--- src/rtl/modulo_controller.sv ---
// modulo_controller: control FSM for a repeated compare/subtract modulo datapath.
// Computes Zahl1 mod Zahl2 by sequencing datapath strobes. All outputs are registered.
//
// Optional feature macro: MODULO_ITER_CNT_EN
//   defined   -> iter_cnt_o shows the live subtraction count, held after DONE/ERR
//   undefined -> iter_cnt_o is tied to zero (the count is still kept for the timeout)
//
// Ports:
//   clk, rst_i               clock (rising edge), asynchronous active-high reset
//   start_i, Zahl1_i/Zahl2_i request and operands (operands stable through LOAD)
//   busy_o, done_o, err_o    status; err_code_o: 01 div-by-zero, 10 bit15 set, 11 timeout
//   dp_start_o               pulse to the datapath on acceptance
//   alu_mode_o, wren_*_o, erg_to_alu_a_o, Zahl2_to_alu_b_o, check_for_termination_o
//                            datapath control strobes
//   valid_i                  datapath valid (check & termination flag)
//   iter_cnt_o               subtraction count
`timescale 1ns / 1ps

module modulo_controller #(
  parameter int unsigned ALU_LAT  = 2,
  parameter logic [15:0] MAX_ITER = 16'hFFFF,
  parameter logic [2:0]  MODE_CMP = 3'd2,
  parameter logic [2:0]  MODE_SUB = 3'd1
) (
  input  logic        clk,
  input  logic        rst_i,
  input  logic        start_i,
  input  logic [15:0] Zahl1_i,
  input  logic [15:0] Zahl2_i,
  output logic        busy_o,
  output logic        done_o,
  output logic        err_o,
  output logic [1:0]  err_code_o,
  output logic        dp_start_o,
  output logic [2:0]  alu_mode_o,
  output logic        wren_update_Zahlen_o,
  output logic        wren_Zahl1_to_erg_o,
  output logic        wren_term_erg_o,
  output logic        wren_res_to_erg_o,
  output logic        erg_to_alu_a_o,
  output logic        Zahl2_to_alu_b_o,
  output logic        check_for_termination_o,
  input  logic        valid_i,
  output logic [15:0] iter_cnt_o
);

  localparam int unsigned WaitW = (ALU_LAT < 1) ? 1 : $clog2(ALU_LAT + 1);
  // Last cycle of a phase (the write-back cycle) and the cycle before it.
  localparam logic [WaitW-1:0] WaitLast = WaitW'(ALU_LAT);
  localparam logic [WaitW-1:0] WaitPre  = WaitW'(ALU_LAT - 1);

  typedef enum logic [2:0] {
    StIdle, StLoad, StInit, StCmp, StCheck, StSub, StDone, StErr
  } state_e;

  state_e           r_state;
  logic [WaitW-1:0] r_wait;
  logic [15:0]      r_iter;
  logic             r_busy, r_done, r_err, r_dp_start;
  logic [1:0]       r_err_code;
  logic [2:0]       r_alu_mode;
  logic             r_wren_upd, r_wren_z1, r_wren_term, r_wren_res;
  logic             r_erg_a, r_z2_b, r_check;

  // Only the sign bit of the dividend is inspected here; the datapath consumes the rest.
  logic w_unused_zahl1;
  assign w_unused_zahl1 = ^Zahl1_i[14:0];

  always_ff @(posedge clk or posedge rst_i) begin
    if (rst_i) begin
      r_state     <= StIdle;
      r_wait      <= '0;
      r_iter      <= '0;
      r_busy      <= 1'b0;
      r_done      <= 1'b0;
      r_err       <= 1'b0;
      r_dp_start  <= 1'b0;
      r_err_code  <= 2'b00;
      r_alu_mode  <= 3'd0;
      r_wren_upd  <= 1'b0;
      r_wren_z1   <= 1'b0;
      r_wren_term <= 1'b0;
      r_wren_res  <= 1'b0;
      r_erg_a     <= 1'b0;
      r_z2_b      <= 1'b0;
      r_check     <= 1'b0;
    end else begin
      // Single-cycle pulses default low; operand/mode drive holds unless changed.
      r_done      <= 1'b0;
      r_err       <= 1'b0;
      r_dp_start  <= 1'b0;
      r_wren_upd  <= 1'b0;
      r_wren_z1   <= 1'b0;
      r_wren_term <= 1'b0;
      r_wren_res  <= 1'b0;
      r_check     <= 1'b0;

      unique case (r_state)
        StIdle: begin
          if (start_i) begin
            r_dp_start <= 1'b1;
            r_busy     <= 1'b1;
            r_iter     <= '0;
            r_err_code <= 2'b00;
            if (Zahl2_i == 16'd0) begin
              r_state    <= StErr;
              r_err      <= 1'b1;
              r_err_code <= 2'b01;
            end else if (Zahl1_i[15] || Zahl2_i[15]) begin
              // Signed ALU compare cannot handle operands with bit15 set.
              r_state    <= StErr;
              r_err      <= 1'b1;
              r_err_code <= 2'b10;
            end else begin
              r_state    <= StLoad;
              r_wren_upd <= 1'b1;
            end
          end
        end

        StLoad: begin
          r_state   <= StInit;
          r_wren_z1 <= 1'b1;
        end

        StInit: begin
          r_state    <= StCmp;
          r_wait     <= '0;
          r_erg_a    <= 1'b1;
          r_z2_b     <= 1'b1;
          r_alu_mode <= MODE_CMP;
        end

        StCmp: begin
          if (r_wait == WaitLast) begin
            r_state    <= StCheck;
            r_check    <= 1'b1;
            r_erg_a    <= 1'b0;
            r_z2_b     <= 1'b0;
            r_alu_mode <= 3'd0;
          end else begin
            r_wait <= r_wait + 1'b1;
            if (r_wait == WaitPre) r_wren_term <= 1'b1;
          end
        end

        StCheck: begin
          if (valid_i) begin
            r_state <= StDone;
            r_done  <= 1'b1;
          end else if (r_iter == MAX_ITER) begin
            r_state    <= StErr;
            r_err      <= 1'b1;
            r_err_code <= 2'b11;
          end else begin
            r_state    <= StSub;
            r_wait     <= '0;
            r_erg_a    <= 1'b1;
            r_z2_b     <= 1'b1;
            r_alu_mode <= MODE_SUB;
          end
        end

        StSub: begin
          if (r_wait == WaitLast) begin
            r_state    <= StCmp;
            r_wait     <= '0;
            r_alu_mode <= MODE_CMP;
            if (r_iter != MAX_ITER) r_iter <= r_iter + 16'd1;
          end else begin
            r_wait <= r_wait + 1'b1;
            if (r_wait == WaitPre) r_wren_res <= 1'b1;
          end
        end

        StDone, StErr: begin
          r_state <= StIdle;
          r_busy  <= 1'b0;
        end

        default: r_state <= StIdle;
      endcase
    end
  end

  assign busy_o                  = r_busy;
  assign done_o                  = r_done;
  assign err_o                   = r_err;
  assign err_code_o              = r_err_code;
  assign dp_start_o              = r_dp_start;
  assign alu_mode_o              = r_alu_mode;
  assign wren_update_Zahlen_o    = r_wren_upd;
  assign wren_Zahl1_to_erg_o     = r_wren_z1;
  assign wren_term_erg_o         = r_wren_term;
  assign wren_res_to_erg_o       = r_wren_res;
  assign erg_to_alu_a_o          = r_erg_a;
  assign Zahl2_to_alu_b_o        = r_z2_b;
  assign check_for_termination_o = r_check;

`ifdef MODULO_ITER_CNT_EN
  assign iter_cnt_o = r_iter;
`else
  assign iter_cnt_o = 16'd0;
`endif

endmodule

--- config.mk ---
export PLATFORM = sky130hd
export DESIGN_NAME = modulo_controller
export DESIGN_NICKNAME = d
export VERILOG_FILES = /design/src/rtl/modulo_controller.sv
export SDC_FILE = /design/constraint.sdc
export NUM_CORES = 1
export LEC_CHECK = 0
export ABC_CLOCK_PERIOD_IN_PS = 2650
export CAP_MARGIN = 5
export CORE_UTILIZATION = 40
export CTS_CLUSTER_SIZE = 40
export DETAILED_ROUTE_END_ITERATION = 10
export PLACE_DENSITY = 0.71
export REMOVE_ABC_BUFFERS = 1
export SLEW_MARGIN = 20
export SYNTH_ARGS = -nofsm -noshare
export SYNTH_HDL_FRONTEND = slang
export SYNTH_SLANG_ARGS = --single-unit
--- constraint.sdc ---
create_clock -name clk -period 2.65 [get_ports clk]
set_input_delay 0.53 -clock clk [delete_from_list [all_inputs] [get_ports clk]]
set_output_delay 0.53 -clock clk [all_outputs]
set_load 0.005 [all_outputs]
Word-level counts from Yosys, hierarchy flattened --
Index checks and enable logic that the tools add are counted.
Cells by class: reduce and logical (&&, ||, !) cells 16, shifts and indexed selects 0, div/mod/pow operators 0, bitwise logic cells 0, eq/ne operators 19, muxes and demuxes 55, order comparisons 0, add/subtract/negate cells 2, $mul 0
Operators by type and width (number):
- 16-bit 2-to-1 mux | 3
- 16-bit one-hot mux with 2 select lines | 1
- 3-bit 2-to-1 mux | 9
- 1-bit 2-to-1 mux | 24
- 2-bit 2-to-1 mux | 11
- 3-bit one-hot mux with 7 select lines | 1
- 16-bit by 1-bit adder with 16-bit output (second input constant) | 1
- 16-bit == test (second input constant) | 1
- 16-bit logical NOT | 1
- 16-bit inequality test (second input constant) | 1
- 2-bit inequality test (second input constant) | 8
- 4-bit AND reduction | 4
- 3-bit == test (second input constant) | 4
- 3-bit one-hot mux with 4 select lines | 1
- 2-bit one-hot mux with 4 select lines | 1
- 3-bit by 2-bit == test with 1-bit output (second input constant) | 2
- 2-bit nonzero test | 3
- 5-bit AND reduction | 1
- 1-bit one-hot mux with 2 select lines | 2
- 2-bit one-hot mux with 2 select lines | 1
- 4-bit nonzero test | 1
- 3-bit by 1-bit == test with 1-bit output (second input constant) | 1
- 3-bit logical NOT | 1
- 1-bit one-hot mux with 3 select lines | 1
- 8 further kinds | 8
Storage, ports and cells: word-level logic and storage cells 107, flip-flop bits (word level) 36, output and inout bits 32, memories kept 0, bits in latches 0, bits of input ports 36, ROM bits 0, memory bits (writable) 0

Depth between registers and ports, before layout --
word-level depth 5, gate-level depth with buffers 8, mapped depth without buffers 6

Worst setup path before layout --
No wires, ideal clock.
path type reg-to-reg, start point register r_wait[0], end point register r_iter[15], path buffers 0, path slack 0.755 ns, library setup time 0.078 ns, data required time 2.572 ns, arrival 1.817 ns, stages on the path, launching flop included 7, clock period less this slack 1.895 ns, cell sequence dfrtp_1 inv_1 ha_1 and4b_1 o211ai_1 or4_1 a21oi_1
Between the ends: cells in the longest elaborated chain, start to end 3
RTL lines:
- start, declared | RTL line 57 | logic [WaitW-1:0] r_wait;
- start signal, assigned | RTL line 142 | r_wait <= r_wait + 1'b1;
- start signal, assigned | RTL line 171 | r_wait <= r_wait + 1'b1;
- 2-bit == test | RTL line 165 | if (r_wait == WaitLast) begin
- 2-bit inequality test (no source line)
- 4-bit AND reduction (no source line)
- end signal, assigned | RTL line 169 | if (r_iter != MAX_ITER) r_iter <= r_iter + 16'd1;
- end, declared | RTL line 58 | logic [15:0] r_iter;
Every way passes these cells. A chain may end at the register's enable or synchronous reset.

Worst setup path in the final report --
start point register r_state[2], end point register r_iter[15]
Between the ends: cells in the longest elaborated chain, start to end 3, elaborated cells between the ends (all ways) 8, those cells by class eq/ne: 4; mux: 1; reduce/logical: 3
RTL lines:
- start, declared | RTL line 56 | state_e r_state;
- start signal, assigned | RTL line 71 | r_state <= StIdle;
- start signal, assigned | RTL line 106 | r_state <= StErr;
- start signal, assigned | RTL line 111 | r_state <= StErr;
- 3-bit == test / 3-bit logical NOT (equally long branches) | RTL line 98 | unique case (r_state)
- 2-bit inequality test (no source line) / 2-bit nonzero test (equally long branches)
- 4-bit AND reduction (no source line)
Parallel ways exist; a longest one is shown, timed or not.

==> results.toml <==
[run_status]
outcome = "finished clean"

[die]
core_area_mm2 = 0.00511
rows = 26
die_w_um = 75.0
initial_core_util_pct = 41.7
io_pins = 68
fp.dieH_um = 75.0
die_area_mm2 = 0.00562

[grt]
grt_pass1_vias = 1740
grt_pass1_wl_um = 8160
grt-ovfl-total = 0
grt_max_degree = 36
antenna_found_initial = 0
grtUsageTotal_pct = 19.3

[finish]
fillers = 483
fin_util_pct = 51.7
stdcell_count = 340
multi_input_area_mm2 = 0.00111
seq_area_um2 = 876
drive_above_1_share_pct = 10.4
n_antenna_cell = 0
nNetsFinal = 309
syn2layout_area_growth_pct = 23.9

[drt]
wl_um = 4660
wl_per_cell_um = 13.7
drc = 0
drt-initial-drc-count = 132
dr.pass1.iters = 4
drtAntennaViolNets = 0
vias_per_cell = 5.40
vias = 1835

[logic_synthesis]
ys_ff_latch = 35
syn_avg_cell_area_um2 = 9.26
yosysMostFrequentCell = "dfrtp_1"
async_flop_share_pct = 100
yosysTopAreaCell = "dfrtp_1"
synth_common_cells = "dfrtp_1, buf_4, nand2_1"
synth_ff_type = "dfrtp_1"
synth_top_area_share_pct = 41.1
syn_area_mm2 = 0.00213
synth-edff-count = 0
yosysWarnings = 0
syn_inst = 230
synthTopCellsByArea = "dfrtp_1, buf_4, nand2_1, a21oi_1, mux2i_1"
ys_seq_area_share_pct = 41.1
ys_types = 52

[clock_network]
cts.path.max_buffers = 2
path_clk_slew_ps = 70
numCtsBuffers = 5
root_buffer = "clkbuf_8"
clock-sinks = 35
cts.repair.resized = 0
cts_setup_buffers = 0
cts_tree = "yes"
clock_latency_ps = 290
holdBufCountCts = 0
cts.htree.levels = 2

[sta]
slew_violations = 0
period_minus_slack_ps = 2190
worst_pin_slew_ps = 665
hold_viol_final = 0
setup_tns_ps = 0
layout_setup_ws_ps = 459
rsz0062_at_grt = "false"
fin_crit_sh_pct = 82.7
finalSetupViolCount = 0
clock.fmax_mhz = 456
skew_ps = 5.75
slew_headroom_pct = 55.4

[setup_path]
r2r.worst_path.cells = 6
worstPathMaxFanout = 19
startpoint = "r_state[2]$_DFFE_PP0P_"
crit_slowest_cell = "dfrtp_1"
end_kind = "register"
cp_data_required_time_ps = 2860
crit_type = "register to register"
worst_ep_arrival_time_ps = 2400
startpoint_type = "register"
r2r-start = "r_state[2]$_DFFE_PP0P_"
cp_cell_sequence = "nor2_2 > nand3_2 > inv_2 > o211ai_1 > or4_1 > a21oi_1"
slowest_delay_ps = 580

[run]
maxCapViolations = 0

[placed_design]
place.detailed.instances = 332
routabilityCongestion = 0.868
io_buffers = 35
pre_cts_ws_ps = 175
dp_hpwl_um = 3400

[hold_path]
hold_class = "register to register"
min_from = "alu_mode_o[0]$_DFFE_PP0P_"
hold_depth = 2

[pwr]
p_leak_nw = 1.06
powerDensity_mw_per_mm2 = 755
ir_drop_uv = 307
registers in the layout, summed over array words and instances, names as in the netlist:
signal                   flops
r_state                      3
busy_o                       1
check_for_termination_o      1
wren_term_erg_o              1
err_code_o                   2
alu_mode_o                   2
wren_Zahl1_to_erg_o          1
dp_start_o                   1
r_iter                      16
r_wait                       2
err_o                        1
Zahl2_to_alu_b_o             1
done_o                       1
wren_update_Zahlen_o         1
wren_res_to_erg_o            1
metal layers:
metal,GRT usage (%),part of all wire (%),up-vias
li1,-,-,901
met1,26.0,46,874
met2,30.6,49,58
met3,4.28,5.2,2
met4,6.71,0.58,0
met5,0,0,-
worst paths after layout:
kind | to | slack [ps]
max in group asynchronous | r_iter[8]$_DFFE_PP0P_ | 1690
min reg2reg | alu_mode_o[0]$_DFFE_PP0P_ | 520
max reg2reg | r_iter[15]$_DFFE_PP0P_ | 460
max | r_iter[15]$_DFFE_PP0P_ | 460
min in group asynchronous | r_wait[1]$_DFFE_PP0P_ | 630
min | alu_mode_o[0]$_DFFE_PP0P_ | 520
area by class of cell:
| cell class | count | share of cell area (%) |
|---|---|---|
| Sequential cell | 35 | 33.2 |
| Clock buffer | 6 | 2.75 |
| Clock inverter | 2 | 2.28 |
| Inverter | 7 | 0.996 |
| Tap cell | 70 | 3.32 |
| Multi-Input combinational cell | 177 | 41.9 |
| Timing Repair Buffer | 43 | 15.6 |
worst max-delay path: cells and delay by family (launching register included):
| family | cells | cell delay [ps] |
|---|---|---|
| AO/OA/AOI/OAI | 2 | 420 |
| AND/OR/NAND/NOR | 3 | 930 |
| buffers and inverters | 1 | 180 |
| flip-flops | 1 | 580 |
where the power goes:
part           total, W  internal, W  switching (W)
combinational  0.000644     0.000336       0.000308
sequential     0.000777     0.000641       0.000136
clock          0.000571     0.000376       0.000194
total           0.00199      0.00135       0.000638
layout by cell type, fill, tap and decap left out, drive strengths merged, types with 3 or more instances in the layout:
| cell type | instances |
|---|---|
| o211ai | 6 |
| mux2i | 6 |
| nand2 | 18 |
| nor2b | 5 |
| or2 | 5 |
| a22o | 3 |
| or4 | 3 |
| nand4 | 5 |
| or3 | 4 |
| nand3 | 9 |
| nor3 | 7 |
| nand2b | 3 |
| nor2 | 9 |
| ha | 4 |
| clkbuf | 6 |
| a21oi | 13 |
| nor4 | 8 |
| and4 | 4 |
| conb | 17 |
| clkdlybuf4s50 | 35 |
| a211oi | 5 |
| o41ai | 3 |
| buf | 8 |
| o21ai | 11 |
| inv | 7 |
| dfrtp | 35 |
| o31ai | 5 |
metrics by stage:
step / hold WS (ps) / instance area [um^2] / power (W)
after floorplan: 489 / 2010 / 0.00112
after global placement: 504 / 2510 / 0.00141
after detailed placement: 511 / 2510 / 0.00143
after CTS: 529 / 2640 / 0.00201
after global routing: 591 / 2640 / 0.00213
final: 518 / 2640 / 0.00199
kinds of logic (layout without fill, tap and decap cells):
| family | Yosys count | count (layout) | synth area share (%) |
|---|---|---|---|
| other cells | 1 | 17 | 0.176 |
| flops | 35 | 35 | 41.1 |
| mux | 7 | 7 | 3.35 |
| fa+ha+maj | 4 | 4 | 2.35 |
| compound gates | 59 | 59 | 18.6 |
| buf+inv | 34 | 58 | 9.75 |
| simple gates | 90 | 90 | 24.6 |
Note: power is estimated with default switching activity, not from simulation.
